`config.mk`:
```
export PLATFORM = sky130hd
export DESIGN_NAME = axi_stream_fifo
export DESIGN_NICKNAME = d
export VERILOG_FILES = /design/src/rtl/axi_stream_fifo.sv
export SDC_FILE = /design/constraint.sdc
export NUM_CORES = 1
export LEC_CHECK = 0
export ABC_AREA = 1
export ABC_CLOCK_PERIOD_IN_PS = 7700
export CORE_MARGIN = 2
export CORE_UTILIZATION = 65
export CTS_CLUSTER_SIZE = 40
export DETAILED_ROUTE_END_ITERATION = 16
export PLACE_DENSITY = 0.94
export REMOVE_ABC_BUFFERS = 1
export SLEW_MARGIN = 20
export SYNTH_ARGS = -nofsm -noshare
export SYNTH_HDL_FRONTEND = slang
export SYNTH_SLANG_ARGS = --single-unit
```
`constraint.sdc`:
```
create_clock -name clk -period 7.7 [get_ports clk]
set_input_delay 1.54 -clock clk [delete_from_list [all_inputs] [get_ports clk]]
set_output_delay 1.54 -clock clk [all_outputs]
set_load 0.1 [all_outputs]
```
`src/rtl/axi_stream_fifo.sv`:
```
// axi_stream_fifo: first-word fall-through FIFO between valid/ready stream ports,
// with occupancy, almost-full and an optional drop mode for producers that ignore ready.
module axi_stream_fifo #(
  parameter int DATA_WIDTH  = 32,
  parameter int DEPTH       = 16,
  parameter int AF_THRESH   = DEPTH - 2,
  parameter int NO_READY_IN = 0,
  parameter int DROP_CNT_W  = 16
) (
  input  logic                     clk,
  input  logic                     rst,
  input  logic                     flush,
  input  logic [DATA_WIDTH-1:0]    s_axi_data,
  input  logic                     s_axi_valid,
  output logic                     s_axi_ready,
  output logic [DATA_WIDTH-1:0]    m_axi_data,
  output logic                     m_axi_valid,
  input  logic                     m_axi_ready,
  output logic [$clog2(DEPTH):0]   level,
  output logic                     almost_full,
  output logic [DROP_CNT_W-1:0]    drop_count
);

  localparam int AW = $clog2(DEPTH);
  localparam logic [AW:0] FULL_CNT = (AW+1)'(DEPTH);
  localparam logic [AW:0] AF_CNT   = (AW+1)'(AF_THRESH);

  logic [DATA_WIDTH-1:0] mem [DEPTH];
  logic [AW-1:0]         rd_ptr;
  logic [AW-1:0]         wr_ptr;
  logic [AW:0]           count;
  logic                  full;
  logic                  push;
  logic                  pop;
  logic                  drop;

  // Flush wins over everything; a full FIFO never accepts, even when popping.
  always_comb begin
    full = (count == FULL_CNT);
    push = s_axi_valid && !full && !flush;
    pop  = (count != '0) && m_axi_ready && !flush;
    drop = (NO_READY_IN != 0) && s_axi_valid && full && !flush;
  end

  always_ff @(posedge clk) begin
    if (push) begin
      mem[wr_ptr] <= s_axi_data;
    end
  end

  always_ff @(posedge clk or posedge rst) begin
    if (rst) begin
      rd_ptr <= '0;
      wr_ptr <= '0;
      count  <= '0;
    end else if (flush) begin
      rd_ptr <= '0;
      wr_ptr <= '0;
      count  <= '0;
    end else begin
      if (push) begin
        wr_ptr <= wr_ptr + 1'b1;
      end
      if (pop) begin
        rd_ptr <= rd_ptr + 1'b1;
      end
      case ({push, pop})
        2'b10:   count <= count + 1'b1;
        2'b01:   count <= count - 1'b1;
        default: count <= count;
      endcase
    end
  end

  // Saturating drop counter, only ever advanced in no-ready mode.
  always_ff @(posedge clk or posedge rst) begin
    if (rst) begin
      drop_count <= '0;
    end else if (flush) begin
      drop_count <= '0;
    end else if (drop && (drop_count != '1)) begin
      drop_count <= drop_count + 1'b1;
    end
  end

  assign s_axi_ready = !full;
  assign m_axi_valid = (count != '0);
  assign m_axi_data  = mem[rd_ptr];
  assign level       = count;
  assign almost_full = (count >= AF_CNT);

endmodule

```
Word-level counts from Yosys, hierarchy flattened
Memories as Yosys holds them, arrays and structs flattened.
Cells that the tools add are included.
{"block": "totals", "reg_bits": 13, "latchBits": 0, "mem_bits_ro": 0, "memories": 1, "out_inout_bits": 56, "wordCells": 30, "mem_bits_rw": 512, "in_bits": 37}
{"block": "op_classes", "order_cmp": 1, "bitwise": 0, "div_mod_pow": 0, "addsub": 4, "muxes": 8, "shift": 0, "reduce_logical": 10, "mul": 0, "n_eq_ne": 3}
{"memory": "mem", "depth": 16, "word_bits": 32, "rd": 1, "rd_clocked_by_memory_dff": 0, "write_ports": 1, "line_no": "28", "rtl": "logic [DATA_WIDTH-1:0] mem [DEPTH];"}
{"operator": "$mux W4", "n": 4}
{"operator": "$pmux W5 S2", "n": 1}
{"operator": "$add A4 B1 Y4 const B", "n": 2}
{"operator": "$add A5 B1 Y5 const B", "n": 1}
{"operator": "$eq A5 B5 Y1 const B", "n": 1}
{"operator": "$ge A5 B4 Y1 const B", "n": 1}
{"operator": "$mux W5", "n": 1}
{"operator": "$reduce_bool A5 Y1", "n": 1}
{"operator": "$sub A5 B1 Y5 const B", "n": 1}
{"operator": "$logic_and A1 B1 Y1", "n": 4}
{"operator": "$reduce_bool A2 Y1", "n": 2}
{"operator": "$reduce_bool A3 Y1", "n": 1}
{"operator": "$eq A2 B1 Y1 const B", "n": 1}
{"operator": "$eq A2 B2 Y1 const B", "n": 1}
{"operator": "$logic_not A1 Y1", "n": 2}
{"operator": "$mux W1", "n": 2}

Longest topological paths before layout
Gate-level depths: netlist (run 1).
{"block": "logic_depth", "depth_word": 7, "mapped_depth": 15, "ltp_nobuf": 15}

Worst setup path after synthesis (run 1)
No wires, ideal clock.
{"block": "synth_timing", "path_type": "in2reg", "start": "input port flush", "end": "memory mem[0][0], enable pin", "stages": 4, "t_required_ns": 7.279, "setup_time_ns": 0.421, "arrival_time_ns": 3.385, "path_slack_ns": 3.894, "n_path_buf": 1, "cell_sequence": "inv_1 > buf_2 > nand3_1 > nor2_1"}
{"block": "synth_between", "elab_chain_cells": 4}
{"item": "from (decl)", "line_no": "12", "rtl": "input logic flush,"}
{"item": "$logic_not A1 Y1", "line_no": "40", "rtl": "push = s_axi_valid && !full && !flush;"}
{"item": "$logic_and A1 B1 Y1", "line_no": "40"}
{"item": "$mux W1", "line_no": "46", "rtl": "if (push) begin"}
{"item": "$mux W1 (not written as such)", "line_no": "47", "rtl": "mem[wr_ptr] <= s_axi_data;"}
{"item": "to (decl)", "line_no": "28"}
No other way between the ends.

Final worst setup path (run 1)
{"block": "layout_timing", "start": "register rd_ptr[3]", "end": "output port m_axi_data[28]"}
{"block": "layout_between", "elab_chain_cells": 1}
{"item": "from (decl)", "line_no": "29", "rtl": "logic [AW-1:0] rd_ptr;"}
{"item": "from (signal assigned)", "line_no": "65", "rtl": "rd_ptr <= rd_ptr + 1'b1;"}
{"item": "$mem_v2 Z16 W32"}
{"item": "to (decl)", "line_no": "16", "rtl": "output logic [DATA_WIDTH-1:0] m_axi_data,"}
No other way between the ends.

==> flow_summary.yaml, run 1 <==
floorplan:
  pin_count: 93
  rows: 67
  dieArea_sq_um: 35060
  core-area_sq_um: 33280
  die_w_um: 187.2
  initial_core_util_pct: 65.58
  die_h_um: 187.2
cells_and_area:
  fin_nets: 1845
  fin_cells: 2284
  area_growth_syn_to_layout_pct: 11.53
  nFillCells: 1827
  final_cell_mix: "512 x edfxtp_1, 267 x inv_1, 203 x nand3_1, 185 x nand2_1, 132 x a21oi_1"
  layout-drive-gt1-share_pct: 6.975
  layout_commonest_cell: "edfxtp_1"
synth:
  synthTopCellsByArea: "edfxtp_1 70%, nand3_1 4.7%, inv_1 4.6%"
  netlist.area_leader.share_pct: 70.44
  synth_cell_type_count: 30
  synth_mux_area_share_pct: 0
  yosys.area.top_type: "edfxtp_1"
  yosys.area_share.adder_pct: 0.5503
  synth_top_family_by_area: "compound AO/OA/AOI/OAI gates"
  ys_warn_count: 0
  synth-xor-area-share_pct: 0.08026
  netlist_instances: 1758
  yosys.area_share.simple_pct: 8.857
  netlist_area_sq_um: 21830
  ys_ff_latch: 525
  synth-seq-area-share_pct: 71.93
  avgSynthCellArea_sq_um: 12.42
  synth_compound_area_share_pct: 10.62
setup_path:
  cp_cell_sequence: "clkinv_1, buf_4, nand3_1, nand2_1, clkdlybuf4s50_1"
  endpoint: "m_axi_data[28]"
  crit_path_top_delay_cell: "dfrtp_2"
  rr_startpoint: "rd_ptr[3]"
  reg2reg_slack_ns: 4.67
  cp_top_family: "buffers and inverters"
  crit_start: "rd_ptr[3]"
  crit_buf_inv: 3
  crit_path_start_kind: "flop"
  reg2regPathDepth: 4
  worstPathRequired_ns: 6.16
  max_stage_delay_ns: 1.06
  worstPathArrival_ns: 4.33
  worstSetupPathType: "flop to primary output"
  reg2reg_to: "rd_ptr[3]"
  end_kind: "primary output"
  worstSetupPathDepth: 5
  crit_fanout: 33
clock_network:
  cts_tree: "done"
  root_buffer: "clkbuf_16"
  cts_resized: 0
  cts_sinks: 525
  insertion_delay_ns: 0.56
  post-cts-setup-buffers: 0
  cts.htree.levels: 2
  path_clk_slew_ns: 0.06
  hold_buffers: 0
  clockBufferDepth: 3
  tritoncts.num_buffers: 48
power_and_ir_drop:
  p_leak_uw: 0.008586
  p_per_area_nw_per_um2: 339.4
  power_uw: 8262
  ir_worst_vdd_mv: 0.3891
global_routing:
  grt_max_degree: 214
  grt-ovfl-total: 0
  track_usage_pct: 30.42
  antenna_found_initial: 1
  grt_pass1_wl_um: 80960
  first_global_vias: 14447
placed_design:
  io_buffers: 76
  dpl.cell_count: 2197
  dp_slack_ns: 2.591
  dp_hpwl_um: 26380
  routabilityCongestion: 0.8024
route:
  drcViolationCount: 0
  vias_per_cell: 6.349
  firstDrtPassIters: 6
  vias: 14501
  postRouteAntennaNets: 0
  wl_per_cell_um: 23.45
  drt_iter0_markers: 2434
  finalWirelength_um: 53570
sta:
  min_period_ns: 5.867
  setup_violations: 0
  grt_setup_unrepaired: "false"
  finalCritPeriodShare_pct: 76.19
  skew_ns: 0.01101
  fin_ws_ns: 1.833
  fmaxAchievable_mhz: 170.5
  worst_pin_slew_ns: 1.039
  hold_viol: 0
  slew_viol_final: 0
  relSlewSlack_pct: 30.72
run:
  drv_cap: 0
outcome:
  status: "finished clean"
worst_hold_path:
  hold_path_class: "flop to flop"
==> area by class of cell <==
cell class / count / area (sq um) / area share (%)
Timing Repair Buffer: 100 / 965.9 / 3.968
Multi-Input combinational cell: 853 / 4568 / 18.77
Sequential cell: 525 / 15710 / 64.54
Tap cell: 448 / 560.5 / 2.303
Antenna cell: 1 / 2.502 / 0.01028
Clock inverter: 27 / 250.2 / 1.028
Inverter: 271 / 1022 / 4.199
Clock buffer: 59 / 1264 / 5.191
==> stage by stage <==
step | hold WS [ns] | utilization [%] | TNS [ns] | cell area, sq um
6_report | 0.6025 | 73.15 | 0 | 24340
5_1_grt | 0.6153 | 73.14 | 0 | 24340
4_1_cts | 0.6014 | 73.14 | 0 | 24340
3_5_place_dp | 0.5791 | 68.59 | 0 | 22830
3_3_place_gp | 0.5684 | 68.59 | 0 | 22830
2_1_floorplan | 0.5768 | - | -103.38 | 21170
==> cells by family after synthesis <==
| kind of cell | count (synthesis) |
|---|---|
| flip-flops | 525 |
| AND/OR/NAND/NOR | 427 |
| AO/OA/AOI/OAI | 399 |
| buffers and inverters | 395 |
| adder cells (fa/ha/maj) | 9 |
| XOR/XNOR | 2 |
| other | 1 |
==> worst min-delay path by stage <==
stage	end	slack [ns]	startpoint	depth (start not counted)
2_1_floorplan	wr_ptr[2]	0.58	wr_ptr[2]	2
3_3_place_gp	level[4]	0.57	level[4]	2
3_5_place_dp	level[4]	0.58	level[4]	2
4_1_cts	level[0]	0.60	level[0]	1
5_1_grt	level[0]	0.62	level[0]	1
6_report	level[4]	0.60	level[4]	2
==> cell usage after synthesis <==
cell / count
nand3b_1: 1
clkbuf_1: 26
a21oi_1: 132
o21ai_0: 78
dfrtp_1: 13
fa_1: 1
clkinv_2: 1
xnor2_1: 1
nor2_2: 3
edfxtp_1: 512
buf_1: 8
nand2_2: 5
nor2_1: 20
inv_1: 268
ha_1: 8
buf_2: 57
nand3_1: 203
inv_4: 1
nor2_4: 1
nand3_2: 3
buf_6: 14
nand2_1: 185
nor3_1: 3
conb_1: 1
nand2_4: 3
clkinv_1: 1
o211ai_1: 128
xor2_1: 1
buf_4: 19
o21ai_1: 61
==> worst min-delay path: stages, from the launching register on <==
cell and delay, ns:
dfrtp_1 0.43, nand2_1 0.07, nand2_1 0.06
==> power by group <==
group          switching, uW  total (uW)  internal, uW
Sequential               117        3300          3190
Combinational           1980        2620           639
Clock                   1010        2340          1330
==> routing by layer <==
layer  vias up  track usage (%)  share of wire (%)
met3       203            6.360                 12
met2      1221            49.84                 49
met4         2            14.68                4.7
met5         -                0              0.024
li1       6263                -                  -
met1      6812            39.29                 34
==> flip-flops by register name, summed over array words and instances (netlist names) <==
register  count
mem         512
level         5
wr_ptr        4
rd_ptr        4
No activity file was read; power rests on OpenSTA's default activity.
==> inputs of run 2 (changes only) <==
--- a/config.mk
+++ b/config.mk
@@ -6,12 +6,12 @@
 export NUM_CORES = 1
 export LEC_CHECK = 0
 export ABC_AREA = 1
-export ABC_CLOCK_PERIOD_IN_PS = 7700
+export ABC_CLOCK_PERIOD_IN_PS = 4800
 export CORE_MARGIN = 2
-export CORE_UTILIZATION = 65
+export CORE_UTILIZATION = 55
 export CTS_CLUSTER_SIZE = 40
 export DETAILED_ROUTE_END_ITERATION = 16
-export PLACE_DENSITY = 0.94
+export PLACE_DENSITY = 0.85
 export REMOVE_ABC_BUFFERS = 1
 export SLEW_MARGIN = 20
 export SYNTH_ARGS = -nofsm -noshare
==> constraint.sdc (replaced) <==
create_clock -name clk -period 4.8 [get_ports clk]
set_input_delay 0.96 -clock clk [delete_from_list [all_inputs] [get_ports clk]]
set_output_delay 0.96 -clock clk [all_outputs]
set_load 0.1 [all_outputs]
==> run 2 against run 1 <==
- final area is 0.80% higher
- first-iteration DRC count is 24% lower
- critical path depth is 1 higher
- routed wire length is 9.7% lower
- non-clock buffer count is 4 higher
- clock skew is 0.0039 ns higher
- final cell count is 3.2% higher
- largest cell class unchanged
- register-to-register slack worse by 2.4 ns
- utilization is 10 points lower
- highest routed layer is now met4
==> flow_summary.yaml, run 2 (same netlist as run 1, synthesis figures left out) <==
setup_path:
  max_stage_delay_ns: 0.64
  cp_top_family: "buffers and inverters"
  end_kind: "primary output"
  worstSetupPathType: "flop to primary output"
  cp_common_cell: "buf_4"
  crit_path_start_kind: "flop"
  crit_buf_inv: 4
  crit_path_top_delay_cell: "clkinv_1"
  worstPathArrival_ns: 2.94
  crit_fanout: 33
  worstPathRequired_ns: 3.84
  cp_cell_sequence: "buf_4, clkinv_1, buf_4, nand3_1, nand2_1, buf_4"
cells_and_area:
  area_growth_syn_to_layout_pct: 12.42
  seq_area_sq_um: 15710
  final_cell_mix: "512 x edfxtp_1, 267 x inv_1, 203 x nand3_1, 185 x nand2_1, 132 x a21oi_1"
  largest_reg_flops: 512
  fin_cells: 2357
  largest-register: "mem"
  layout_commonest_cell: "edfxtp_1"
  layout-drive-gt1-share_pct: 8.918
  multiInputGateArea_sq_um: 4568
  fin_nets: 1850
  diodes: 0
  nFillCells: 2676
  stdcell_area_sq_um: 24540
sta:
  worst_pin_slew_ns: 1.123
  hold_viol: 0
  relSlewSlack_pct: 24.94
  slew_viol_final: 0
  finalCritPeriodShare_pct: 81.27
  skew_ns: 0.01488
  fmaxAchievable_mhz: 256.3
  grt_setup_unrepaired: "false"
  hold_slack_ns: 0.6009
  min_period_ns: 3.901
  setup_violations: 0
floorplan:
  core-area_sq_um: 38920
  die_h_um: 203.2
  initial_core_util_pct: 56.08
  pin_count: 93
  rows: 72
  dieArea_sq_um: 41290
  die_w_um: 203.2
clock_network:
  hold_buffers: 0
  cts.htree.levels: 2
  cts_tree: "done"
  path_clk_slew_ns: 0.06
  post-cts-setup-buffers: 0
  clockBufferDepth: 3
  tritoncts.num_buffers: 49
  insertion_delay_ns: 0.57
  cts_sinks: 525
  root_buffer: "clkbuf_16"
  cts_resized: 0
route:
  drcViolationCount: 0
  drt_iter0_markers: 1858
  wl_per_cell_um: 20.53
  vias_per_cell: 5.832
  vias: 13746
  firstDrtPassIters: 6
  finalWirelength_um: 48390
  postRouteAntennaNets: 0
placed_design:
  routabilityCongestion: 0.8557
  io_buffers: 76
  placed_area_sq_um: 22950
  dp_hpwl_um: 26490
  dpl.cell_count: 2271
power_and_ir_drop:
  ir_worst_vdd_mv: 0.6531
  power_uw: 13340
  p_leak_uw: 0.008688
  p_per_area_nw_per_um2: 543.6
global_routing:
  track_usage_pct: 23.67
  antenna_found_initial: 0
  grt_pass1_wl_um: 75580
  grt_max_degree: 167
  grt-ovfl-total: 0
  first_global_vias: 13637
run:
  drv_cap: 0
outcome:
  status: "finished clean"
worst_hold_path:
  hold_path_class: "flop to flop"
## run 2: cell count changes in the layout (fill, tap and decap cells not counted), moves of 6 or more
cell and delta:
clkinv_2 -6, clkinv_1 +6, buf_12 +7, clkbuf_1 -6
buf_4 +29, clkdlybuf4s50_1 -32
## run 2: area by class of cell
type                            count  share of cell area [%]
Clock buffer                       55                   5.262
Clock inverter                     31                   1.203
Inverter                          271                   4.161
Multi-Input combinational cell    853                   18.62
Sequential cell                   525                   64.03
Tap cell                          518                   2.641
Timing Repair Buffer              104                   4.090
## run 2: power by group
part / switching (uW) / internal [uW] / leakage, uW / total, uW
logic: 3220 / 1030 / 0.00313 / 4250
clock network: 1610 / 2240 / 0.000776 / 3860
registers: 117 / 5110 / 0.00478 / 5230
total: 4960 / 8380 / 0.00869 / 13300
## run 2: worst min-delay path: cells and delay by family, from the launching register on
kind	cells	cell delay, ns
flops	1	0.44
simple gates	2	0.14
## run 2: path summary, 6_finish.rpt
path	start	end	slack, ns	cells after the start
max	rd_ptr[3]	m_axi_data[28]	0.90	6
min	level[4]	level[4]	0.60	2
max reg2reg	level[1]	mem[13][4]	2.32	7
min reg2reg	level[4]	level[4]	0.60	2
max in group asynchronous	rst	rd_ptr[1]	3.65	2
min in group asynchronous	rst	rd_ptr[0]	0.75	2
## run 2: metal layers
layer | wire, um | part of all wire, % | global-route usage [%]
met1 | 18510 | 38 | 31.89
met2 | 24270 | 50 | 39.55
met3 | 4323 | 8.9 | 3.611
met4 | 1292 | 2.7 | 8.420
met5 | 0 | 0 | 0
## run 2: stage by stage
stage	util [%]	worst slack [ns]	TNS (ns)
5_1_grt	63.05	0.7512	0
4_1_cts	63.05	0.8844	0
6_report	63.05	0.8989	0
2_1_floorplan	-	-5.424	-189.22
3_3_place_gp	58.97	1.228	0
3_5_place_dp	58.97	1.103	0
